==> src/rtl/axi_lite_ctrl_slave_if.sv <==
// AXI4-Lite bus bundle between the host master and the accelerator control slave.
// The clock and reset are kept outside the interface as plain module ports.
interface axi_lite_ctrl_slave_if #(
    parameter int ADDR_WIDTH = 6,
    parameter int DATA_WIDTH = 32
);
    logic [ADDR_WIDTH-1:0]   S_AXI_AWADDR;
    logic [2:0]              S_AXI_AWPROT;
    logic                    S_AXI_AWVALID;
    logic                    S_AXI_AWREADY;
    logic [DATA_WIDTH-1:0]   S_AXI_WDATA;
    logic [DATA_WIDTH/8-1:0] S_AXI_WSTRB;
    logic                    S_AXI_WVALID;
    logic                    S_AXI_WREADY;
    logic [1:0]              S_AXI_BRESP;
    logic                    S_AXI_BVALID;
    logic                    S_AXI_BREADY;
    logic [ADDR_WIDTH-1:0]   S_AXI_ARADDR;
    logic [2:0]              S_AXI_ARPROT;
    logic                    S_AXI_ARVALID;
    logic                    S_AXI_ARREADY;
    logic [DATA_WIDTH-1:0]   S_AXI_RDATA;
    logic [1:0]              S_AXI_RRESP;
    logic                    S_AXI_RVALID;
    logic                    S_AXI_RREADY;

    modport master (
        output S_AXI_AWADDR, S_AXI_AWPROT, S_AXI_AWVALID,
        input  S_AXI_AWREADY,
        output S_AXI_WDATA, S_AXI_WSTRB, S_AXI_WVALID,
        input  S_AXI_WREADY,
        input  S_AXI_BRESP, S_AXI_BVALID,
        output S_AXI_BREADY,
        output S_AXI_ARADDR, S_AXI_ARPROT, S_AXI_ARVALID,
        input  S_AXI_ARREADY,
        input  S_AXI_RDATA, S_AXI_RRESP, S_AXI_RVALID,
        output S_AXI_RREADY
    );

    modport slave (
        input  S_AXI_AWADDR, S_AXI_AWPROT, S_AXI_AWVALID,
        output S_AXI_AWREADY,
        input  S_AXI_WDATA, S_AXI_WSTRB, S_AXI_WVALID,
        output S_AXI_WREADY,
        output S_AXI_BRESP, S_AXI_BVALID,
        input  S_AXI_BREADY,
        input  S_AXI_ARADDR, S_AXI_ARPROT, S_AXI_ARVALID,
        output S_AXI_ARREADY,
        output S_AXI_RDATA, S_AXI_RRESP, S_AXI_RVALID,
        input  S_AXI_RREADY
    );
endinterface

==> src/rtl/axi_lite_ctrl_slave.sv <==
// AXI4-Lite control/status register bank: one R/W CTRL register with a start pulse,
// plus read-only done flags and performance counters from the accelerator core.
module axi_lite_ctrl_slave #(
    parameter int PERF_CNTR_WIDTH = 32,
    parameter int AXIS_DATA_WIDTH = 32,
    parameter int AXIS_ADDR_WIDTH = 6
) (
    input  logic                       S_AXI_ACLK,
    input  logic                       S_AXI_ARESETN,
    axi_lite_ctrl_slave_if.slave       s_axi,
    output logic [AXIS_DATA_WIDTH-1:0] ctrl_reg,
    output logic                       start,
    input  logic                       tx_done,
    input  logic                       rd_done,
    input  logic                       wr_done,
    input  logic                       processing_done,
    input  logic [PERF_CNTR_WIDTH-1:0] total_cycles,
    input  logic [PERF_CNTR_WIDTH-1:0] rd_cycles,
    input  logic [PERF_CNTR_WIDTH-1:0] pr_cycles,
    input  logic [PERF_CNTR_WIDTH-1:0] wr_cycles
);
    localparam int IDX_W  = AXIS_ADDR_WIDTH - 2;
    localparam int STRB_W = AXIS_DATA_WIDTH / 8;

    typedef enum logic { W_IDLE, W_RESP } wstate_t;
    typedef enum logic { R_IDLE, R_DATA } rstate_t;

    wstate_t                    wstate_q;
    rstate_t                    rstate_q;
    logic                       awready_q, wready_q, bvalid_q, start_q;
    logic                       arready_q, rvalid_q;
    logic [AXIS_DATA_WIDTH-1:0] ctrl_q, rdata_q;

    logic [AXIS_DATA_WIDTH-1:0] ctrl_merged;
    logic [AXIS_DATA_WIDTH-1:0] rd_mux;
    logic [IDX_W-1:0]           wr_idx, rd_idx;
    logic                       wr_fire, rd_fire;

    assign wr_idx  = s_axi.S_AXI_AWADDR[AXIS_ADDR_WIDTH-1:2];
    assign rd_idx  = s_axi.S_AXI_ARADDR[AXIS_ADDR_WIDTH-1:2];
    assign wr_fire = awready_q & wready_q & s_axi.S_AXI_AWVALID & s_axi.S_AXI_WVALID;
    assign rd_fire = arready_q & s_axi.S_AXI_ARVALID;

    // Byte-lane merge of the incoming write data into the current CTRL value
    for (genvar gi = 0; gi < STRB_W; gi++) begin : g_strb
        assign ctrl_merged[gi*8 +: 8] = s_axi.S_AXI_WSTRB[gi] ? s_axi.S_AXI_WDATA[gi*8 +: 8]
                                                              : ctrl_q[gi*8 +: 8];
    end

    always_comb begin
        rd_mux = '0;
        case (rd_idx)
            IDX_W'(0): rd_mux = ctrl_q;
            IDX_W'(1): rd_mux = AXIS_DATA_WIDTH'(tx_done);
            IDX_W'(2): rd_mux = AXIS_DATA_WIDTH'(rd_done);
            IDX_W'(3): rd_mux = AXIS_DATA_WIDTH'({processing_done, wr_done});
            IDX_W'(4): rd_mux = AXIS_DATA_WIDTH'(total_cycles);
            IDX_W'(5): rd_mux = AXIS_DATA_WIDTH'(rd_cycles);
            IDX_W'(6): rd_mux = AXIS_DATA_WIDTH'(pr_cycles);
            IDX_W'(7): rd_mux = AXIS_DATA_WIDTH'(wr_cycles);
            default:   rd_mux = '0;
        endcase
    end

    // Write channel: ready pulses for one cycle only when AW and W are both presented
    always_ff @(posedge S_AXI_ACLK or negedge S_AXI_ARESETN) begin
        if (!S_AXI_ARESETN) begin
            wstate_q  <= W_IDLE;
            awready_q <= 1'b0;
            wready_q  <= 1'b0;
            bvalid_q  <= 1'b0;
            start_q   <= 1'b0;
            ctrl_q    <= '0;
        end else begin
            start_q <= 1'b0;
            case (wstate_q)
                W_IDLE: begin
                    if (awready_q) begin
                        awready_q <= 1'b0;
                        wready_q  <= 1'b0;
                        if (wr_fire) begin
                            if (wr_idx == '0) begin
                                ctrl_q  <= ctrl_merged;
                                start_q <= s_axi.S_AXI_WSTRB[0] & s_axi.S_AXI_WDATA[0];
                            end
                            bvalid_q <= 1'b1;
                            wstate_q <= W_RESP;
                        end
                    end else if (s_axi.S_AXI_AWVALID && s_axi.S_AXI_WVALID) begin
                        awready_q <= 1'b1;
                        wready_q  <= 1'b1;
                    end
                end
                W_RESP: begin
                    if (s_axi.S_AXI_BREADY) begin
                        bvalid_q <= 1'b0;
                        wstate_q <= W_IDLE;
                    end
                end
                default: wstate_q <= W_IDLE;
            endcase
        end
    end

    // Read channel: RDATA is captured at the address handshake and held until RREADY
    always_ff @(posedge S_AXI_ACLK or negedge S_AXI_ARESETN) begin
        if (!S_AXI_ARESETN) begin
            rstate_q  <= R_IDLE;
            arready_q <= 1'b0;
            rvalid_q  <= 1'b0;
            rdata_q   <= '0;
        end else begin
            case (rstate_q)
                R_IDLE: begin
                    if (arready_q) begin
                        arready_q <= 1'b0;
                        if (rd_fire) begin
                            rdata_q  <= rd_mux;
                            rvalid_q <= 1'b1;
                            rstate_q <= R_DATA;
                        end
                    end else if (s_axi.S_AXI_ARVALID && !rvalid_q) begin
                        arready_q <= 1'b1;
                    end
                end
                R_DATA: begin
                    if (s_axi.S_AXI_RREADY) begin
                        rvalid_q <= 1'b0;
                        rstate_q <= R_IDLE;
                    end
                end
                default: rstate_q <= R_IDLE;
            endcase
        end
    end

    assign s_axi.S_AXI_AWREADY = awready_q;
    assign s_axi.S_AXI_WREADY  = wready_q;
    assign s_axi.S_AXI_BVALID  = bvalid_q;
    assign s_axi.S_AXI_BRESP   = 2'b00;
    assign s_axi.S_AXI_ARREADY = arready_q;
    assign s_axi.S_AXI_RVALID  = rvalid_q;
    assign s_axi.S_AXI_RDATA   = rdata_q;
    assign s_axi.S_AXI_RRESP   = 2'b00;
    assign ctrl_reg            = ctrl_q;
    assign start               = start_q;

    logic unused_bits;
    assign unused_bits = ^{s_axi.S_AXI_AWPROT, s_axi.S_AXI_ARPROT,
                           s_axi.S_AXI_AWADDR[1:0], s_axi.S_AXI_ARADDR[1:0]};
endmodule

==> src/flat_wrapper.sv <==
// flat-port wrapper written by rule: the top's interface ports become plain ports
module axi_lite_ctrl_slave_flat 
#(
    parameter int PERF_CNTR_WIDTH = 32,
    parameter int AXIS_DATA_WIDTH = 32,
    parameter int AXIS_ADDR_WIDTH = 6
)
  (S_AXI_ACLK, S_AXI_ARESETN, ctrl_reg, start, tx_done, rd_done, wr_done, processing_done, total_cycles, rd_cycles, pr_cycles, wr_cycles, s_axi_S_AXI_AWADDR, s_axi_S_AXI_AWPROT, s_axi_S_AXI_AWVALID, s_axi_S_AXI_AWREADY, s_axi_S_AXI_WDATA, s_axi_S_AXI_WSTRB, s_axi_S_AXI_WVALID, s_axi_S_AXI_WREADY, s_axi_S_AXI_BRESP, s_axi_S_AXI_BVALID, s_axi_S_AXI_BREADY, s_axi_S_AXI_ARADDR, s_axi_S_AXI_ARPROT, s_axi_S_AXI_ARVALID, s_axi_S_AXI_ARREADY, s_axi_S_AXI_RDATA, s_axi_S_AXI_RRESP, s_axi_S_AXI_RVALID, s_axi_S_AXI_RREADY);
  axi_lite_ctrl_slave_if #(.ADDR_WIDTH(6), .DATA_WIDTH(32)) s_axi_i ();
  input  logic S_AXI_ACLK;
  input  logic S_AXI_ARESETN;
  output logic [AXIS_DATA_WIDTH-1:0] ctrl_reg;
  output logic start;
  input  logic tx_done;
  input  logic rd_done;
  input  logic wr_done;
  input  logic processing_done;
  input  logic [PERF_CNTR_WIDTH-1:0] total_cycles;
  input  logic [PERF_CNTR_WIDTH-1:0] rd_cycles;
  input  logic [PERF_CNTR_WIDTH-1:0] pr_cycles;
  input  logic [PERF_CNTR_WIDTH-1:0] wr_cycles;
  input wire logic [$bits(s_axi_i.S_AXI_AWADDR)-1:0] s_axi_S_AXI_AWADDR;
  input wire logic [$bits(s_axi_i.S_AXI_AWPROT)-1:0] s_axi_S_AXI_AWPROT;
  input wire logic [$bits(s_axi_i.S_AXI_AWVALID)-1:0] s_axi_S_AXI_AWVALID;
  output wire logic [$bits(s_axi_i.S_AXI_AWREADY)-1:0] s_axi_S_AXI_AWREADY;
  input wire logic [$bits(s_axi_i.S_AXI_WDATA)-1:0] s_axi_S_AXI_WDATA;
  input wire logic [$bits(s_axi_i.S_AXI_WSTRB)-1:0] s_axi_S_AXI_WSTRB;
  input wire logic [$bits(s_axi_i.S_AXI_WVALID)-1:0] s_axi_S_AXI_WVALID;
  output wire logic [$bits(s_axi_i.S_AXI_WREADY)-1:0] s_axi_S_AXI_WREADY;
  output wire logic [$bits(s_axi_i.S_AXI_BRESP)-1:0] s_axi_S_AXI_BRESP;
  output wire logic [$bits(s_axi_i.S_AXI_BVALID)-1:0] s_axi_S_AXI_BVALID;
  input wire logic [$bits(s_axi_i.S_AXI_BREADY)-1:0] s_axi_S_AXI_BREADY;
  input wire logic [$bits(s_axi_i.S_AXI_ARADDR)-1:0] s_axi_S_AXI_ARADDR;
  input wire logic [$bits(s_axi_i.S_AXI_ARPROT)-1:0] s_axi_S_AXI_ARPROT;
  input wire logic [$bits(s_axi_i.S_AXI_ARVALID)-1:0] s_axi_S_AXI_ARVALID;
  output wire logic [$bits(s_axi_i.S_AXI_ARREADY)-1:0] s_axi_S_AXI_ARREADY;
  output wire logic [$bits(s_axi_i.S_AXI_RDATA)-1:0] s_axi_S_AXI_RDATA;
  output wire logic [$bits(s_axi_i.S_AXI_RRESP)-1:0] s_axi_S_AXI_RRESP;
  output wire logic [$bits(s_axi_i.S_AXI_RVALID)-1:0] s_axi_S_AXI_RVALID;
  input wire logic [$bits(s_axi_i.S_AXI_RREADY)-1:0] s_axi_S_AXI_RREADY;
  assign s_axi_i.S_AXI_AWADDR = s_axi_S_AXI_AWADDR;
  assign s_axi_i.S_AXI_AWPROT = s_axi_S_AXI_AWPROT;
  assign s_axi_i.S_AXI_AWVALID = s_axi_S_AXI_AWVALID;
  assign s_axi_S_AXI_AWREADY = s_axi_i.S_AXI_AWREADY;
  assign s_axi_i.S_AXI_WDATA = s_axi_S_AXI_WDATA;
  assign s_axi_i.S_AXI_WSTRB = s_axi_S_AXI_WSTRB;
  assign s_axi_i.S_AXI_WVALID = s_axi_S_AXI_WVALID;
  assign s_axi_S_AXI_WREADY = s_axi_i.S_AXI_WREADY;
  assign s_axi_S_AXI_BRESP = s_axi_i.S_AXI_BRESP;
  assign s_axi_S_AXI_BVALID = s_axi_i.S_AXI_BVALID;
  assign s_axi_i.S_AXI_BREADY = s_axi_S_AXI_BREADY;
  assign s_axi_i.S_AXI_ARADDR = s_axi_S_AXI_ARADDR;
  assign s_axi_i.S_AXI_ARPROT = s_axi_S_AXI_ARPROT;
  assign s_axi_i.S_AXI_ARVALID = s_axi_S_AXI_ARVALID;
  assign s_axi_S_AXI_ARREADY = s_axi_i.S_AXI_ARREADY;
  assign s_axi_S_AXI_RDATA = s_axi_i.S_AXI_RDATA;
  assign s_axi_S_AXI_RRESP = s_axi_i.S_AXI_RRESP;
  assign s_axi_S_AXI_RVALID = s_axi_i.S_AXI_RVALID;
  assign s_axi_i.S_AXI_RREADY = s_axi_S_AXI_RREADY;
  axi_lite_ctrl_slave #(.PERF_CNTR_WIDTH(PERF_CNTR_WIDTH), .AXIS_DATA_WIDTH(AXIS_DATA_WIDTH), .AXIS_ADDR_WIDTH(AXIS_ADDR_WIDTH)) u_core (.S_AXI_ACLK(S_AXI_ACLK), .S_AXI_ARESETN(S_AXI_ARESETN), .s_axi(s_axi_i), .ctrl_reg(ctrl_reg), .start(start), .tx_done(tx_done), .rd_done(rd_done), .wr_done(wr_done), .processing_done(processing_done), .total_cycles(total_cycles), .rd_cycles(rd_cycles), .pr_cycles(pr_cycles), .wr_cycles(wr_cycles));
endmodule
==> config.mk <==
export PLATFORM = sky130hd
export DESIGN_NAME = axi_lite_ctrl_slave_flat
export DESIGN_NICKNAME = d
export VERILOG_FILES = /design/src/rtl/axi_lite_ctrl_slave_if.sv /design/src/rtl/axi_lite_ctrl_slave.sv /design/src/flat_wrapper.sv
export SDC_FILE = /design/constraint.sdc
export NUM_CORES = 1
export LEC_CHECK = 0
export CAP_MARGIN = 0
export CORE_ASPECT_RATIO = 1.25
export CORE_UTILIZATION = 36
export CTS_CLUSTER_DIAMETER = 150
export DETAILED_ROUTE_END_ITERATION = 6
export HOLD_SLACK_MARGIN = 0.02
export PLACE_DENSITY = 0.89
export SYNTH_ARGS = -nofsm -noshare
export SYNTH_HDL_FRONTEND = slang
export SYNTH_SLANG_ARGS = --single-unit
==> constraint.sdc <==
create_clock -name S_AXI_ACLK -period 2.2 [get_ports S_AXI_ACLK]
set_input_delay 0.44 -clock S_AXI_ACLK [delete_from_list [all_inputs] [get_ports S_AXI_ACLK]]
set_output_delay 0.44 -clock S_AXI_ACLK [all_outputs]
set_load 0.02 [all_outputs]
==> impl_metrics.ini <==
[routing]
drt_iter0_markers = 203
drc_errors = 0
ant_nets = 0
vias = 4228
dr.pass1.iters = 4
wl_per_cell_um = 19.91
vias_per_cell = 5.527
drt-total-wl_um = 15230

[die]
io_pins = 267
rows = 41
die_w_um = 94.44
core_area_um2 = 10260
dieArea_um2 = 11100
die_h_um = 117.5
initial_utilization_pct = 37.48

[worst_setup_path]
cp-start-kind = input pin
timing.rr.start = u_core.rstate_q
cp.arrival_ns = 2.26
reg2regPathDepth = 3
worstSetupPathType = input pin to flop
timing.rr.end = u_core.s_axi.S_AXI_RDATA[10]
crit_path_end_kind = flop
crit_fanout = 8
r2r_setup_slack_ns = 0.56
crit_required_ns = 2.41

[synthesis]
ys.flop_type = dfrtp_1
synth_enable_flop_cells = 0
netlist_instances = 380
synthArstFlopShare_pct = 100.0
yosysWarnings = 0
syn_area_um2 = 3845
synth_area_per_cell_um2 = 10.12
ys_seq_elements = 72
ys_types = 35
yosysSeqAreaShare_pct = 46.86

[sta]
fin_setup_tns_ns = 0
period_share_pct = 93.21
hold_ws_ns = 0.04514
tightest_slew_ns = 0.7167
skew_ns = 0.004762
layout_min_cycle_time_ns = 2.051
rsz0062_at_grt = no
slew_headroom_pct = 52.22
finalHoldViolCount = 0
final.setup.worst_slack_ns = 0.1493
setup_viol = 0
drv_slew = 0
clock.fmax_mhz = 487.6

[cells_and_area]
fin_util_pct = 67.24
antenna_cells = 0
fillerInstances = 809
final_cell_mix = clkdlybuf4s50_1 (249), dfrtp_1 (72), nand2_1 (40), nor2_1 (37), mux2i_1 (36)
drive_gt1_share_pct = 11.95
fin_nets = 824
final_common_cell = clkdlybuf4s50_1
syn_to_final_growth_pct = 79.43

[cts]
cts_setup_buffers = 0
ctsResizeCount = 0
cts_inserted_buffers = 9
clk_latency_ns = 0.33
root_buffer = clkbuf_16
clock_path_buffers = 2
htree_levels = 3
cts_sinks = 72
path_clk_slew_ns = 0.06
cts_tree = built
ctsHoldBuffers = 0

[placement]
dp_hpwl_um = 11570
port_buffers = 252
place_congestion = 0.9199
detailedPlace.worstSlack_ns = -0.1818

[global_routing]
grt_max_degree = 43
grt_pass1_wl_um = 22950
track_usage_pct = 27.63
gr-total-overflow = 0
first_global_vias = 4323
antenna_found_initial = 0

[power]
ir_worst_vdd_v = 0.0004581
power_density_nw_per_um2 = 817.2
leakage_nw = 2.969

[min_path]
min_path_type = input pin to asynchronous set/reset pin

[status]
outcome = completed

[flow_run]
max_cap_viol_count = 0
worst max-delay path: stages:
cell,delay [ns]
clkdlybuf4s50_1,0.39
or4_1,0.58
nor4_4,0.18
buf_4,0.17
nand2_2,0.16
mux2_2,0.34
worst max-delay path by stage:
stage | from | to | slack, ns | depth (start not counted)
after floorplan | s_axi_S_AXI_AWADDR[3] | u_core.ctrl_reg[10] | 0.31 | 4
after global placement | s_axi_S_AXI_AWADDR[3] | u_core.ctrl_reg[12] | -0.15 | 6
after detailed placement | s_axi_S_AXI_AWADDR[3] | u_core.ctrl_reg[7] | -0.18 | 6
after CTS | s_axi_S_AXI_AWADDR[3] | u_core.ctrl_reg[8] | 0.15 | 6
after global routing | s_axi_S_AXI_AWADDR[3] | u_core.ctrl_reg[8] | 0.08 | 6
final | s_axi_S_AXI_AWADDR[3] | u_core.ctrl_reg[8] | 0.15 | 6
cells in the mapped netlist, types with 2 or more instances:
cell type  count  share of area [%]
clkbuf_1      20                2.0
dfrtp_1       72                 47
nand2_2        4               0.65
nor2_1        38                3.7
buf_4          4               0.78
buf_1          4               0.39
o221ai_1      29                6.6
nand2b_1       2               0.33
nand2_1       40                3.9
mux2i_1       36                9.4
a21o_1         2               0.39
a31oi_1        2               0.33
inv_1          3               0.29
mux2_2        31                9.1
nand3_1        2               0.26
o21ai_0        6               0.78
and2_1         2               0.33
a22oi_1       29                5.7
buf_2          5               0.65
nand3b_1       3               0.59
a21oi_1       32                4.2
per-layer routing:
layer | part of all wire, % | global-route usage [%] | vias to the layer above | wire, um
met5 | 0 | 0 | - | 0
met3 | 6.6 | 5.039 | 56 | 1003
met4 | 4.3 | 15.00 | 0 | 656
met2 | 50 | 46.60 | 229 | 7639
li1 | - | - | 1912 | -
met1 | 39 | 32.53 | 2031 | 5933
area by class of cell:
type                            instances  area, um^2  share of cell area [%]
Multi-Input combinational cell        275        1901                   27.55
Timing Repair Buffer                  270        2683                   38.88
Inverter                                3       11.26                  0.1632
Sequential cell                        72        1802                   26.12
Tap cell                              129       161.4                   2.340
Clock inverter                          4       75.07                   1.088
Clock buffer                           12       266.5                   3.863
power breakdown:
part           internal [mW]  total [mW]  switching [mW]
logic                   1.10        2.15            1.05
clock network           1.08        1.63           0.549
registers               1.65        1.85           0.201
through the flow:
stage          total power [mW]  area (um^2)  cells
6_report                  5.638         6899    765
5_1_grt                   5.882         6899    765
4_1_cts                   5.670         6899    765
3_5_place_dp              4.015         6558    749
3_3_place_gp              3.951         6558    749
2_1_floorplan             2.788         3856    383
cells by family after synthesis:
logic type	count (synthesis)	share of synthesized area [%]
and+or+nand+nor	99	11.49
AOI/OAI and AO/OA	105	19.04
muxes	67	18.45
buffers and inverters	36	4.067
other	1	0.09753
DFF	72	46.86
Note: power is estimated with default switching activity, not from simulation.
